===== config.mk =====
export PLATFORM = sky130hd
export DESIGN_NAME = robs_mult_sequencer
export DESIGN_NICKNAME = d
export VERILOG_FILES = /design/src/rtl/robs_pkg.sv /design/src/rtl/robs_timeout_counter.sv /design/src/rtl/robs_mult_sequencer.sv
export SDC_FILE = /design/constraint.sdc
export NUM_CORES = 1
export LEC_CHECK = 0
export ABC_AREA = 1
export BUFFER_PORTS_ARGS = -buffer_cell sky130_fd_sc_hd__buf_2
export CORE_MARGIN = 1
export CORE_UTILIZATION = 53
export DETAILED_ROUTE_END_ITERATION = 8
export GPL_TIMING_DRIVEN = 0
export PLACE_DENSITY_LB_ADDON = 0.15
export SKIP_LAST_GASP = 1
export SLEW_MARGIN = 20
export SYNTH_ARGS = -nofsm -noshare
export SYNTH_HDL_FRONTEND = slang
export SYNTH_SLANG_ARGS = --single-unit

===== constraint.sdc =====
create_clock -name clk -period 2.04 [get_ports clk]
set_input_delay 0.51 -clock clk [delete_from_list [all_inputs] [get_ports clk]]
set_output_delay 0.51 -clock clk [all_outputs]
set_load 0.1 [all_outputs]

===== src/rtl/robs_pkg.sv =====
// Shared constants and FSM state encoding for the Robertson multiplier job sequencer.
package robs_pkg;

  localparam int unsigned ROBS_WIDTH     = 8;
  localparam int unsigned ROBS_TIMEOUT   = 32;
  localparam int unsigned ROBS_JOB_CNT_W = 8;
  localparam int unsigned ROBS_WDOG_W    = 8;

  typedef enum logic [1:0] {
    ST_IDLE   = 2'd0,
    ST_LAUNCH = 2'd1,
    ST_RUN    = 2'd2,
    ST_RESP   = 2'd3
  } robs_state_t;

endpackage


===== src/rtl/robs_timeout_counter.sv =====
// RUN-phase watchdog: cleared before each job, counts while enabled, flags the last allowed cycle.
module robs_timeout_counter
  import robs_pkg::*;
#(
  parameter int unsigned LIMIT = ROBS_TIMEOUT
) (
  input  logic i_clk,
  input  logic i_rst_n,
  input  logic i_clear,
  input  logic i_enable,
  output logic o_expire
);

  localparam logic [ROBS_WDOG_W-1:0] LAST = ROBS_WDOG_W'(LIMIT - 1);

  logic [ROBS_WDOG_W-1:0] r_count;

  always_ff @(posedge i_clk or negedge i_rst_n) begin
    if (!i_rst_n) begin
      r_count <= '0;
    end else if (i_clear) begin
      r_count <= '0;
    end else if (i_enable && !o_expire) begin
      r_count <= r_count + ROBS_WDOG_W'(1);
    end
  end

  assign o_expire = (r_count == LAST);

endmodule


===== src/rtl/robs_mult_sequencer.sv =====
// Job sequencer for the Robertson multiplier: accepts an operand pair, restarts the
// control unit, waits for done (or a watchdog timeout) and holds the result until taken.
module robs_mult_sequencer
  import robs_pkg::*;
#(
  parameter int unsigned WIDTH   = ROBS_WIDTH,
  parameter int unsigned TIMEOUT = ROBS_TIMEOUT
) (
  input  logic                      clk,
  input  logic                      reset,
  input  logic                      req_valid,
  input  logic [WIDTH-1:0]          req_x,
  input  logic [WIDTH-1:0]          req_y,
  output logic                      req_ready,
  output logic                      mul_start,
  output logic [WIDTH-1:0]          mul_x,
  output logic [WIDTH-1:0]          mul_y,
  input  logic                      mul_done,
  input  logic [2*WIDTH-1:0]        mul_product,
  output logic                      rsp_valid,
  input  logic                      rsp_ready,
  output logic [2*WIDTH-1:0]        rsp_product,
  output logic                      rsp_err,
  output logic                      busy,
  output logic [ROBS_JOB_CNT_W-1:0] job_count
);

  robs_state_t                r_state;
  robs_state_t                w_next;
  logic                       r_req_ready;
  logic                       r_mul_start;
  logic                       r_rsp_valid;
  logic                       r_busy;
  logic [WIDTH-1:0]           r_mul_x;
  logic [WIDTH-1:0]           r_mul_y;
  logic [2*WIDTH-1:0]         r_rsp_product;
  logic                       r_rsp_err;
  logic [ROBS_JOB_CNT_W-1:0]  r_job_count;

  logic w_accept;
  logic w_rsp_fire;
  logic w_expire;
  logic w_wd_clear;
  logic w_wd_enable;

  assign w_accept    = r_req_ready && req_valid;
  assign w_rsp_fire  = (r_state == ST_RESP) && rsp_ready;
  assign w_wd_clear  = (r_state == ST_LAUNCH);
  assign w_wd_enable = (r_state == ST_RUN);

  robs_timeout_counter #(
    .LIMIT (TIMEOUT)
  ) u_wdog (
    .i_clk    (clk),
    .i_rst_n  (reset),
    .i_clear  (w_wd_clear),
    .i_enable (w_wd_enable),
    .o_expire (w_expire)
  );

  // mul_done is only looked at in RUN so a done left over from the last job is ignored.
  always_comb begin
    w_next = r_state;
    case (r_state)
      ST_IDLE:   if (w_accept) w_next = ST_LAUNCH;
      ST_LAUNCH: w_next = ST_RUN;
      ST_RUN:    if (mul_done || w_expire) w_next = ST_RESP;
      ST_RESP:   if (rsp_ready) w_next = ST_IDLE;
      default:   w_next = ST_IDLE;
    endcase
  end

  // Status outputs are registered from the next state so they carry no input-to-output
  // path; their reset values give the "held in reset" view (mul_start high, not ready).
  always_ff @(posedge clk or negedge reset) begin
    if (!reset) begin
      r_state       <= ST_IDLE;
      r_req_ready   <= 1'b0;
      r_mul_start   <= 1'b1;
      r_rsp_valid   <= 1'b0;
      r_busy        <= 1'b0;
      r_mul_x       <= '0;
      r_mul_y       <= '0;
      r_rsp_product <= '0;
      r_rsp_err     <= 1'b0;
      r_job_count   <= '0;
    end else begin
      r_state     <= w_next;
      r_req_ready <= (w_next == ST_IDLE);
      r_mul_start <= (w_next == ST_LAUNCH);
      r_rsp_valid <= (w_next == ST_RESP);
      r_busy      <= (w_next != ST_IDLE);

      if (w_accept) begin
        r_mul_x <= req_x;
        r_mul_y <= req_y;
      end

      // A done in the expiring cycle still wins over the timeout.
      if (r_state == ST_RUN) begin
        if (mul_done) begin
          r_rsp_product <= mul_product;
          r_rsp_err     <= 1'b0;
        end else if (w_expire) begin
          r_rsp_product <= '0;
          r_rsp_err     <= 1'b1;
        end
      end

      if (w_rsp_fire) begin
        r_job_count <= r_job_count + ROBS_JOB_CNT_W'(1);
      end
    end
  end

  assign req_ready   = r_req_ready;
  assign mul_start   = r_mul_start;
  assign mul_x       = r_mul_x;
  assign mul_y       = r_mul_y;
  assign rsp_valid   = r_rsp_valid;
  assign rsp_product = r_rsp_product;
  assign rsp_err     = r_rsp_err;
  assign busy        = r_busy;
  assign job_count   = r_job_count;

endmodule

* Word level (Yosys, flattened, before mapping)
Index checks and enable logic that the tools add are counted.
W data, S select, Z words.
** Cells by class
- Magnitude comparators :: 0
- Eq/ne operators :: 6
- Shift operators :: 0
- $add $sub $neg :: 2
- Bitwise logic cells :: 0
- Reductions and logical operators :: 11
- Muxes and demuxes :: 10
- Divide/modulo/power cells :: 0
- Multiply operators :: 0
** Operators with widths (number)
- $mux W16 :: 2
- $add A8 B1 Y8 const B :: 2
- $mux W8 :: 2
- $eq A8 B5 Y1 const B :: 1
- $pmux W2 S4 :: 1
- $eq A2 B2 Y1 const B :: 3
- $mux W2 :: 3
- $reduce_bool A2 Y1 :: 3
- $eq A2 B1 Y1 const B :: 2
- $logic_not A2 Y1 :: 2
- $logic_and A1 B1 Y1 :: 3
- $mux W1 :: 2
- $reduce_and A2 Y1 :: 1
- $logic_not A1 Y1 :: 1
- $logic_or A1 B1 Y1 :: 1
** Word-level totals
- Bits in read-only memories :: 0
- Input port bits :: 37
- Register bits after elaboration :: 55
- Bits in latches :: 0
- Bits in writable memories :: 0
- Memories kept :: 0
- Word-level logic and storage cells :: 40
- Output and inout port bits :: 45

* Depth between registers and ports, before layout
- Word-level depth :: 5
- Gate-level depth with buffers :: 9
- Depth with buffers taken out :: 8

* Modules after synthesis
From an unflattened synthesis, not the netlist that was laid out.
** Second synthesis, totals
- Cell total of the unflattened synthesis :: 278
- Area, all modules :: 2428.6 um^2
** Modules (own cells, without submodules)
- robs_mult_sequencer :: seq. area each 1177.4 um^2, instances 1, cells an instance 211, area each 1905.6 um^2
- robs_timeout_counter :: seq. area each 200.2 um^2, instances 1, cells an instance 67, area each 523.0 um^2

* Worst setup path before layout
OpenSTA, ideal clock, no wires.
- Path kind :: register to register
- Start point :: reg r_req_ready (netlist: req_ready)
- End point :: reg r_mul_x[0] (netlist: mul_x[0])
- Setup slack :: 0.134 ns
- Data arrival time :: 1.780 ns
- Data required time :: 1.914 ns
- Path buffers :: 1
- Period minus slack after synthesis :: 1.906 ns
- Stages on the path, launching flop included :: 4
- Path through :: dfrtp_1 > nand2_1 > buf_2 > mux2_2
** Between the ends
- Cells in the longest elaborated chain, start to end :: 1
** RTL lines
- start: declaration :: line robs_mult_sequencer.sv:30 : logic r_req_ready;
- start signal: assignment :: line robs_mult_sequencer.sv:89 : r_req_ready <= (w_next == ST_IDLE);
- $logic_and A1 B1 Y1 :: line robs_mult_sequencer.sv:46 : assign w_accept = r_req_ready && req_valid;
- end signal: assignment :: line robs_mult_sequencer.sv:95 : r_mul_x <= req_x;
- end: declaration :: line robs_mult_sequencer.sv:34 : logic [WIDTH-1:0] r_mul_x;
Every way passes these cells.
A chain may end at the register's enable or synchronous reset.

* Worst setup path after layout
- Start point :: reg r_mul_start (netlist: mul_start)
- End point :: out mul_start
** RTL lines
- start: declaration :: line robs_mult_sequencer.sv:31 : logic r_mul_start;
- start signal: assignment :: line robs_mult_sequencer.sv:90 : r_mul_start <= (w_next == ST_LAUNCH);
- end: declaration :: line robs_mult_sequencer.sv:15 : output logic mul_start,
No word-level cell between the ends.

==> run summary <==
The routed design has 4450 µm of wire. The pre-antenna-repair detailed-routing pass consisted of 4 iterations. The H-tree was split into 2 levels.

The signal on the critical path passes through buf_2. The critical path endpoint category was a primary output. The sequential share of the synthesized area was 57.9%; the post-synthesis to final-layout area growth was 24.2%. Among all stages on the critical path, the largest delay is contributed by sky130_fd_sc_hd__dfstp_2.

The logs give 280 for the number of nets produced by synthesis and 1,822 for the number of global-route vias before repair. The number of different library cells used by synthesis comes to 27. The buffers plus inverters on the worst setup path was 1; the number of warning messages in the yosys log was 0.

The tools report the number of placed instances, taps included as 374. The final setup violation count is 0, and the die span in y is 69.0 µm. Counting every sink on the clock net gives 55. Clock skew after layout: 0.00507 ns.

The via count was 1,858. The worst setup path is of the flip-flop to primary output kind. The average routed wire per standard cell was 11.7 µm; the accumulated negative setup slack was 0 ns.

At the placement stage, the worst setup path has a slack of 0.390 ns. Setup repair after global routing left no endpoint under its margin. Routability-driven placement finished with a final weighted congestion of 0.803. The number of antenna violations at the first check in global routing is 0, and the final-report hold violation count is 0.

The finished layout holds 382 standard cells, fillers aside. The run finished with clean final reports. TritonCTS built the clock tree.

In the synthesized netlist, the number of instances is 241. The run gives 0 as the antenna cell count. The count of cells resized by post-cts repair was 0; the headroom to the max-slew limit was 54.7%. The run gives 2850 µm² as the total cell area at the placement stage. The count of buffers added on input and output ports is 81. The pin count of the biggest net entering global routing is 56. Based on the critical path, the design can be clocked at up to 568 MHz. The post-route netlist has 37.3% of its cells at a drive strength greater than 1.

The smallest clock period supported by the final layout is computed as 1.76 ns. At the pin with the least slew margin, the transition time is 0.679 ns. The data arrival time of the worst path came out at 1.25 ns. Mean cell area of the mapped netlist: 9.87 µm².

The count of hold buffers inserted by post-cts repair was 0. The area of the die is 4760 µm², and the global route total overflow is 0. The register clock-pin slew on the reported worst setup and hold paths was 0.09 ns. The worst hold path class is primary input to asynchronous set/reset pin.

The count of state elements after synthesis was 55. In the post-route analysis, the smallest setup slack over all paths is 0.279 ns. The run gives 2 as the maximum clock path buffer count. In this run the remaining antenna-violating nets after routing total 0. The root buffer cell chosen for the clock tree is sky130_fd_sc_hd__clkbuf_8. The floorplan has 24 rows.

In the finished design, the share of the clock period the worst path needs comes to 86.3%. In this design, the stage delay of the slowest critical-path cell is 0.52 ns. The required time of the critical path was 1.53 ns; the violation count after the first detailed-routing iteration was 94.

The core region is 4320 µm². The logs give 0 for the post-CTS setup buffer count and 82 for the boundary pin count. After routing the design area is 2960 µm². The detailed placer's ending HPWL came out at 3220 µm. Launching element type of the critical path: a flip-flop. The all-layer global routing usage is 20.5%.

The cell family contributing the most delay on the critical path is flip-flops. Once the floorplan was initialized, standard cells occupied 55.0% of the core. Using the TritonRoute via totals, the vias-per-cell ratio works out to 4.86. After synthesis the cells add up to 2380 µm². The number of clock buffers added by TritonCTS is 5. The first global-routing pass estimated 7800 µm of wire.

Fill cells in the final layout number 350. After the last flow step, the layout net total stands at 368. The final-report max-slew violation count came out at 0. The largest fanout of any net on the critical path was 1; the reported max-cap violation count was 0. The die is 69.0 µm wide. The residual DRC count is 0, and the clock insertion delay at the later pin of the skew report is 0.31 ns.
[cell families (layout without fill, tap and decap cells)]
family                     after synthesis  in the layout  synth area share, %
and+or+nand+nor                        132            132                 24.3
DFF                                     55             55                 57.9
buffers and inverters                   22            111                 4.63
muxes                                   16             16                 7.57
AOI/OAI and AO/OA                        7              7                 1.95
xor gates and xnor gates                 7              7                 2.58
adders and majority gates                2              2                 1.05
[per-stage QoR]
step	hold slack [ns]	utilization, %
finish	0.235	68.4
global route	0.290	68.4
CTS	0.256	68.4
detailed placement	0.454	66.0
global placement	0.450	65.9
floorplan	0.214	-
[final timing paths]
path	startpoint	to	slack, ns	depth (start not counted)
hold / removal	reset	u_wdog.r_count[2]	0.23	1
max in group asynchronous	reset	mul_y[4]	1.35	1
hold reg to reg	rsp_product[3]	rsp_product[3]	0.48	2
min in group clk	mul_product[4]	rsp_product[4]	0.40	3
setup / recovery	mul_start	mul_start	0.28	1
setup reg to reg	u_wdog.r_count[0]	rsp_product[2]	0.58	9
[cells in the mapped netlist]
library cell	instances	area share, %
sky130_fd_sc_hd__buf_4	1	0.32
sky130_fd_sc_hd__mux2_2	16	7.6
sky130_fd_sc_hd__o21ai_0	5	1.1
sky130_fd_sc_hd__nand2_2	4	1.1
sky130_fd_sc_hd__ha_1	2	1.1
sky130_fd_sc_hd__dfrtp_1	54	57
sky130_fd_sc_hd__o21ai_1	1	0.21
sky130_fd_sc_hd__nand3_2	1	0.42
sky130_fd_sc_hd__buf_2	1	0.21
sky130_fd_sc_hd__nor2_2	1	0.26
sky130_fd_sc_hd__buf_6	3	1.4
sky130_fd_sc_hd__nor2_4	1	0.47
sky130_fd_sc_hd__nand2_1	87	14
sky130_fd_sc_hd__nand4_1	4	1.1
sky130_fd_sc_hd__nor3b_1	1	0.32
sky130_fd_sc_hd__dfstp_2	1	1.1
sky130_fd_sc_hd__nor3_1	2	0.42
sky130_fd_sc_hd__inv_1	15	2.4
sky130_fd_sc_hd__nand3b_1	1	0.32
sky130_fd_sc_hd__inv_2	2	0.32
sky130_fd_sc_hd__nor3_2	1	0.42
sky130_fd_sc_hd__nor2_1	13	2.1
sky130_fd_sc_hd__xnor2_1	3	1.1
sky130_fd_sc_hd__xor2_1	4	1.5
sky130_fd_sc_hd__nor3_4	1	0.68
sky130_fd_sc_hd__a21oi_4	1	0.68
sky130_fd_sc_hd__nand3_1	15	3.2
[area by class of cell]
cell class                      count  area, µm²  area share, %
Inverter                           17       63.8           2.16
Sequential cell                    55       1380           46.6
Timing Repair Buffer               81        408           13.8
Buffer                              5       46.3           1.57
Multi-Input combinational cell    164        892           30.2
Tap cell                           52       65.1           2.20
Clock inverter                      1       7.51          0.254
Clock buffer                        7       96.3           3.26
[flip-flops by register name, indices dropped and copies added, names as in the netlist]
name	flops
mul_start	1
u_wdog.r_count	8
mul_x	8
job_count	8
rsp_valid	1
mul_y	8
busy	1
rsp_product	16
r_state	2
req_ready	1
rsp_err	1
[cell usage in the layout, fill, tap and decap left out, types with 2 or more instances in the layout]
| cell type | netlist | layout |
|---|---|---|
| sky130_fd_sc_hd__nand2_1 | 87 | 87 |
| sky130_fd_sc_hd__xor2_1 | 4 | 4 |
| sky130_fd_sc_hd__mux2_2 | 16 | 16 |
| sky130_fd_sc_hd__buf_6 | 3 | 3 |
| sky130_fd_sc_hd__nand4_1 | 4 | 4 |
| sky130_fd_sc_hd__clkbuf_8 | 0 | 7 |
| sky130_fd_sc_hd__inv_1 | 15 | 15 |
| sky130_fd_sc_hd__xnor2_1 | 3 | 3 |
| sky130_fd_sc_hd__nor3_1 | 2 | 2 |
| sky130_fd_sc_hd__nand2_2 | 4 | 4 |
| sky130_fd_sc_hd__dfrtp_1 | 54 | 54 |
| sky130_fd_sc_hd__buf_4 | 1 | 2 |
| sky130_fd_sc_hd__nand3_1 | 15 | 15 |
| sky130_fd_sc_hd__ha_1 | 2 | 2 |
| sky130_fd_sc_hd__buf_2 | 1 | 81 |
| sky130_fd_sc_hd__o21ai_0 | 5 | 5 |
| sky130_fd_sc_hd__nor2_1 | 13 | 13 |
| sky130_fd_sc_hd__inv_2 | 2 | 2 |
[routing by layer]
layer | global-route usage (%) | vias up | part of all wire (%)
met5 | 0 | - | 0
met3 | 6.43 | 6 | 4.7
met2 | 35.3 | 47 | 50
met4 | 7.26 | 0 | 1.4
li1 | - | 938 | -
met1 | 24.1 | 867 | 44
Power is not shown: default switching activity piles up to over one toggle a cycle in this logic, so the estimate is an artifact.
